File: config.mk
export PLATFORM = sky130hd
export DESIGN_NAME = mlp_layer_sequencer
export DESIGN_NICKNAME = d
export VERILOG_FILES = /design/src/rtl/mlp_layer_sequencer.sv
export SDC_FILE = /design/constraint.sdc
export NUM_CORES = 1
export LEC_CHECK = 0
export ABC_CLOCK_PERIOD_IN_PS = 6420
export BUFFER_PORTS_ARGS = -buffer_cell sky130_fd_sc_hd__buf_2
export CAP_MARGIN = 10
export CORE_UTILIZATION = 50
export CTS_CLUSTER_DIAMETER = 30
export DETAILED_ROUTE_END_ITERATION = 10
export GPL_TIMING_DRIVEN = 1
export PLACE_DENSITY = 0.82
export SETUP_SLACK_MARGIN = 0.05
export SKIP_LAST_GASP = 1
export SYNTH_ARGS = -nofsm -noshare
export SYNTH_HDL_FRONTEND = slang
export SYNTH_SLANG_ARGS = --single-unit
File: constraint.sdc
create_clock -name clk -period 6.42 [get_ports clk]
set_input_delay 0.963 -clock clk [delete_from_list [all_inputs] [get_ports clk]]
set_output_delay 0.963 -clock clk [all_outputs]
set_load 0.05 [all_outputs]
File: src/rtl/mlp_layer_sequencer.sv
// mlp_layer_sequencer: takes one input vector per valid/ready handshake, holds it,
// and streams it element by element into MLP_layer. Index, value and strobes are
// driven so the layer's synchronous-read weight memories stay aligned with its
// MAC units. The stream pauses and re-fetches while weights are being written.
//
// Handshake: a vector transfers on a cycle where in_valid && in_ready are both
// high. in_ready is high only in IDLE, only while no weight load is in progress,
// and only once the first edge after reset has passed. inputs_flat is captured
// on that edge and is not looked at again for the rest of the run.
module mlp_layer_sequencer #(
  parameter int N_INPUTS = 2,
  parameter int IN_WIDTH = 16
) (
  input  logic                          clk,
  input  logic                          rst_n,
  input  logic                          in_valid,
  output logic                          in_ready,
  input  logic [N_INPUTS*IN_WIDTH-1:0]  inputs_flat,
  input  logic                          wgt_wr_en,
  output logic [$clog2(N_INPUTS)-1:0]   input_index,
  output logic signed [IN_WIDTH-1:0]    input_value,
  output logic                          start,
  output logic                          valid,
  output logic                          relu_en,
  output logic                          busy,
  output logic                          out_valid,
  output logic [2:0]                    dbg_state
);

  localparam int IDX_W = $clog2(N_INPUTS);
  localparam logic [IDX_W-1:0] LAST = IDX_W'(N_INPUTS - 1);

  typedef enum logic [2:0] {
    S_IDLE  = 3'd0,
    S_FETCH = 3'd1,
    S_ACC   = 3'd2,
    S_RELU  = 3'd3,
    S_DONE  = 3'd4
  } state_e;

  state_e                     state_q, state_d;
  logic [IDX_W-1:0]           i_q, i_d;
  logic                       armed_q;
  logic signed [IN_WIDTH-1:0] x_q [N_INPUTS];
  logic                       accept;

  // A vector is taken only on a completed handshake.
  assign accept = in_valid && in_ready;

  // FSM state, element counter and the post-reset arm flag. The arm flag keeps
  // in_ready low for the cycle right after a reset edge.
  always_ff @(posedge clk) begin
    if (!rst_n) begin
      state_q <= S_IDLE;
      i_q     <= '0;
      armed_q <= 1'b0;
    end else begin
      state_q <= state_d;
      i_q     <= i_d;
      armed_q <= 1'b1;
    end
  end

  // Capture the whole vector on the accept edge; it is held for the full run.
  always_ff @(posedge clk) begin
    if (rst_n && accept) begin
      for (int j = 0; j < N_INPUTS; j++) begin
        x_q[j] <= inputs_flat[j*IN_WIDTH +: IN_WIDTH];
      end
    end
  end

  // Next state and counter. A write during ACC sends us back to FETCH with i
  // unchanged, because the weight read data was disturbed by the write address.
  always_comb begin
    state_d = state_q;
    i_d     = i_q;
    case (state_q)
      S_IDLE: begin
        if (accept) begin
          state_d = S_FETCH;
          i_d     = '0;
        end
      end
      S_FETCH: begin
        if (!wgt_wr_en) state_d = S_ACC;
      end
      S_ACC: begin
        if (wgt_wr_en) begin
          state_d = S_FETCH;
        end else if (i_q == LAST) begin
          state_d = S_RELU;
        end else begin
          i_d = i_q + 1'b1;
        end
      end
      S_RELU:  state_d = S_DONE;
      S_DONE:  state_d = S_IDLE;
      default: state_d = S_IDLE;
    endcase
  end

  // Output decode. In ACC the index runs one ahead so the next weight is
  // already read when the next element is issued; it saturates at the last one.
  always_comb begin
    in_ready    = 1'b0;
    input_index = '0;
    input_value = '0;
    start       = 1'b0;
    valid       = 1'b0;
    relu_en     = 1'b0;
    out_valid   = 1'b0;
    busy        = (state_q != S_IDLE);
    dbg_state   = state_q;
    case (state_q)
      S_IDLE: begin
        in_ready = armed_q && !wgt_wr_en;
      end
      S_FETCH: begin
        input_index = i_q;
      end
      S_ACC: begin
        input_value = x_q[i_q];
        start       = !wgt_wr_en && (i_q == '0);
        valid       = !wgt_wr_en && (i_q != '0);
        input_index = (i_q == LAST) ? LAST : i_q + 1'b1;
      end
      S_RELU: begin
        relu_en = 1'b1;
      end
      S_DONE: begin
        out_valid = 1'b1;
      end
      default: begin
        busy = 1'b1;
      end
    endcase
  end

endmodule
Word-level counts from Yosys, hierarchy flattened
Memories as Yosys holds them, arrays and structs flattened. A register that Yosys moved wholly into a read port is not among the register bits.
Index checks and enable logic that the tools add are counted.
{"block": "word_totals", "wordCells": 48, "in_bits": 36, "regBits": 5, "n_memories": 1, "latch_bits": 0, "romBits": 0, "output_inout_bits": 26, "ram_bits": 32}
{"name": "x_q", "depth": 2, "width": 16, "rd": 1, "rd_clocked_by_memory_dff": 1, "wr": 2, "line": "44", "text": "logic signed [IN_WIDTH-1:0] x_q [N_INPUTS];"}
{"block": "classes", "n_reduce_logical": 12, "add_sub_neg": 1, "n_mux": 22, "shift": 0, "n_mul": 0, "n_bitwise": 1, "eq_ne": 8, "div": 0, "magnitude_cmp": 0}
{"cell": "16-bit 2-to-1 mux", "count": 1}
{"cell": "1-bit 2-to-1 mux", "count": 14}
{"cell": "3-bit 2-to-1 mux", "count": 4}
{"cell": "3-bit case mux with 4 select lines", "count": 1}
{"cell": "3-bit by 2-bit equality test with 1-bit output (second input constant)", "count": 2}
{"cell": "2-bit inequality test (second input constant)", "count": 3}
{"cell": "3-bit AND reduction", "count": 2}
{"cell": "1-bit logical AND", "count": 5}
{"cell": "5-bit OR reduction", "count": 1}
{"cell": "1-bit case mux with 2 select lines", "count": 2}
{"cell": "3-bit by 1-bit equality test with 1-bit output (second input constant)", "count": 1}
{"cell": "3-bit equality test (second input constant)", "count": 1}
{"cell": "3-bit logical NOT", "count": 1}
{"cell": "3-bit inequality test (second input constant)", "count": 1}
{"cell": "3-bit nonzero test", "count": 1}
{"cell": "2-bit nonzero test", "count": 1}
{"cell": "1-bit adder (second input constant)", "count": 1}
{"cell": "1-bit logical NOT", "count": 1}
{"cell": "1-bit inverter", "count": 1}

Logic depth before layout (Yosys ltp)
{"block": "depth", "ltp_word": 8, "mapped_depth": 5, "depth_no_buf": 4}

Worst setup path before layout
OpenSTA, ideal clock, no wires.
{"block": "synth_timing", "path_type": "register to output", "start": "reg state_q[1], in the netlist dbg_state[1]", "end": "out in_ready", "path_stages_with_launch": 5, "t_arrival_ps": 2415, "required_ps": 5457, "n_path_buf": 1, "setup_slack_ps": 3042, "cell_sequence": "dfxtp_1 -> buf_4 -> nor3_1 -> inv_1 -> nor3b_1"}
{"block": "synth_via", "elab_chain_cells": 2}
{"item": "start, declared", "line": "41", "text": "state_e state_q, state_d;"}
{"item": "start signal, assigned", "line": "58", "text": "state_q <= state_d;"}
{"item": "3-bit logical NOT", "line": "115", "text": "case (state_q)"}
{"item": "1-bit 2-to-1 mux", "line": "115"}
{"item": "end, declared", "line": "17", "text": "output logic in_ready,"}
No other way between the ends.

Worst setup path in the final report
{"block": "layout_timing", "start": "reg state_q[1], in the netlist dbg_state[1]", "end": "out valid"}
{"block": "layout_via", "elab_chain_cells": 2}
{"item": "3-bit by 2-bit equality test with 1-bit output", "line": "115"}
{"item": "1-bit 2-to-1 mux", "line": "115"}
{"item": "end, declared", "line": "23", "text": "output logic valid,"}
No other way between the ends.

==> results.json <==
{
  "ff2ff_setup_slack_ns": 4.55,
  "required_ns": 5.46,
  "num_vias": 1006,
  "finalHoldViolCount": 0,
  "ys_ff_latch": 38,
  "yosysSeqAreaShare": 0.709,
  "layout.cells.non_filler": 198,
  "io-pin-count": 62,
  "hold_path_class": "flop to flop",
  "p_sw_mw": 0.100,
  "wl_per_cell_um": 13.0,
  "fin_hold_ws_ns": 0.558,
  "vias_per_cell": 5.08,
  "nFillCells": 214,
  "antenna_found_initial": 0,
  "cts_max_level": 2,
  "cts_tree": "yes",
  "fp.dieH_um": 57.2,
  "dp_hpwl_mm": 1.83,
  "cts-buffers-inserted": 5,
  "post-route-period-util": 0.480,
  "die_w_um": 57.2,
  "worst_slack_ns": 3.34,
  "drv_slew": 0,
  "period_minus_slack_ns": 3.08,
  "synth.distinct_cells": 21,
  "setup.worst_path.class": "flop to output pin",
  "cts_root_buffer": "clkbuf_4",
  "synth_fp_nets": 139,
  "peakVddDrop_uv": 163,
  "crit_path_start_kind": "flop",
  "setup_viol": 0,
  "rr_worst_depth": 5,
  "place_inst": 190,
  "placement.io_buffers": 61,
  "hold_buffers": 0,
  "core_sq_mm": 0.00283,
  "p_sw_frac": 0.231,
  "syn_to_final_growth_pct": 22.6,
  "netlist_area_sq_mm": 0.00153,
  "finalClockSkew_ns": 0.00395,
  "grt_usage": 0.170,
  "layout_commonest_cell": "buf_2",
  "worstPathMaxFanout": 18,
  "power.density_mw_per_mm2": 231,
  "violations": "DRC",
  "yosysWarnings": 0,
  "initial_core_util": 0.539,
  "setup_tns_ns": 0,
  "drt_iter0_markers": 24,
  "clkTransAtPathRegs_ns": 0.10,
  "p_seq_frac": 0.640,
  "globalplace.congestion": 0.792,
  "overflow": 0,
  "cts_buffer_depth": 2,
  "hold_path_end": "i_q",
  "rr_startpoint": "dbg_state[0]",
  "fin_nets": 202,
  "final_cell_mix": "buf_2 (61), edfxtp_1 (32), nor2_1 (20), mux2i_1 (16), dfxtp_1 (6)",
  "num_antenna_cells": 0,
  "post-place-ws_ns": 3.71,
  "hp-start": "i_q",
  "leakage_nw": 0.763,
  "r2r-end": "x_q[0][6]",
  "cts_resized": 0,
  "synth_top_area_cell": "edfxtp_1",
  "drc": 2,
  "post-cts-setup-buffers": 0,
  "combPwrFrac": 0.102,
  "die-area_sq_mm": 0.00328,
  "clkPwrFrac": 0.257,
  "drive_gt1_frac": 0.407,
  "grt_pass1_wl_mm": 3.97,
  "grt_max_degree": 33,
  "rsz0062_at_grt": "no",
  "synth_top_area_frac": 0.630,
  "drt_pass1_iterations": 7,
  "utilization": 0.661,
  "worst_slew_margin_rel": 0.372,
  "maxCapViolCount": 0,
  "fmax_mhz": 325,
  "synth_area_leaders": "edfxtp_1 (63%), mux2i_1 (11%), dfxtp_1 (7.9%), nor2_1 (4.9%), buf_6 (1.5%)",
  "routed_wl_mm": 2.58,
  "min_path_cells": 2,
  "worstSetupEndpointType": "output pin",
  "insertion_delay_ns": 0.33,
  "syn_area_per_cell_sq_um": 14.8,
  "synthCells": 103,
  "status": "finished, violations left",
  "clkSinkCount": 38,
  "drtAntennaViolNets": 0,
  "grt_pass1_vias": 941,
  "p_int_mw": 0.332,
  "max_slew.worst_pin.slew_ns": 0.941,
  "worstPathArrival_ns": 2.12,
  "row_count": 19
}
[logic make-up (layout without fill, tap and decap cells)]
family,count (synthesis),in the layout,synth area share
flops,38,38,0.709
xor+xnor,1,1,0.00574
buf+inv,7,71,0.0386
compound gates,5,5,0.0246
simple gates,36,36,0.117
mux,16,16,0.105
[routing by layer]
layer | global-route usage | wire, um | share of wire | up-vias
met2 | 0.291 | 1240 | 0.48 | 43
met3 | 0.0816 | 215 | 0.083 | 4
met4 | 0.0627 | 38 | 0.015 | 0
met5 | 0 | 0 | 0 | -
li1 | - | - | - | 499
met1 | 0.183 | 1090 | 0.42 | 460
[final cells by class]
cell class	count	area [sq um]	area share
clock buffer	8	48.8	0.0261
sequential	38	1080	0.578
multi-input combinational	58	385	0.206
inverter	1	3.75	0.00201
tap	31	38.8	0.0207
timing repair buffer	62	313	0.167
[worst max path at each step]
stage,startpoint,to,slack (ns)
after floorplan,dbg_state[1],in_ready,3.04
after global placement,dbg_state[1],valid,3.78
after detailed placement,dbg_state[1],valid,3.71
after CTS,dbg_state[1],valid,3.33
after global routing,dbg_state[1],valid,3.21
final,dbg_state[1],valid,3.34
[synth_stat cells]
master / number
buf_4: 1
nand3b_1: 2
buf_2: 2
nor3b_1: 2
nor2_4: 1
mux2i_1: 16
buf_6: 2
a221o_1: 1
nor2_1: 20
or3b_1: 1
edfxtp_1: 32
nor3_1: 3
inv_1: 1
dfxtp_1: 6
a21oi_1: 2
and2_1: 2
o2bb2ai_1: 2
nand2_1: 2
xnor2_1: 1
nand2b_1: 3
buf_8: 1
[worst max-delay path, cell delays in order, from the launching register on]
cell and delay (ns):
dfxtp_1 0.49, or3b_1 0.69, nor2_4 0.21, and2_1 0.14
buf_2 0.25
[through the flow]
stage	power, mW	cell area (sq um)
final	0.432	1870
after global routing	0.452	1870
after CTS	0.438	1870
after detailed placement	0.327	1820
after global placement	0.325	1820
after floorplan	0.311	1530
[registers in the layout, indices dropped and copies added (netlist names), named ones only]
| name | count |
|---|---|
| x_q | 32 |
| dbg_state | 3 |
| armed_q | 1 |
| i_q | 1 |
[power groups by stage]
| stage | Combinational [mW] | Sequential, mW | Clock [mW] |
|---|---|---|---|
| floorplan | 0.0283 | 0.283 | 0 |
| finish | 0.0441 | 0.277 | 0.111 |
| global route | 0.0470 | 0.278 | 0.127 |
| detailed placement | 0.0444 | 0.283 | 0 |
| global placement | 0.0432 | 0.282 | 0 |
| CTS | 0.0445 | 0.277 | 0.116 |
Note: power is estimated with default switching activity, not from simulation.
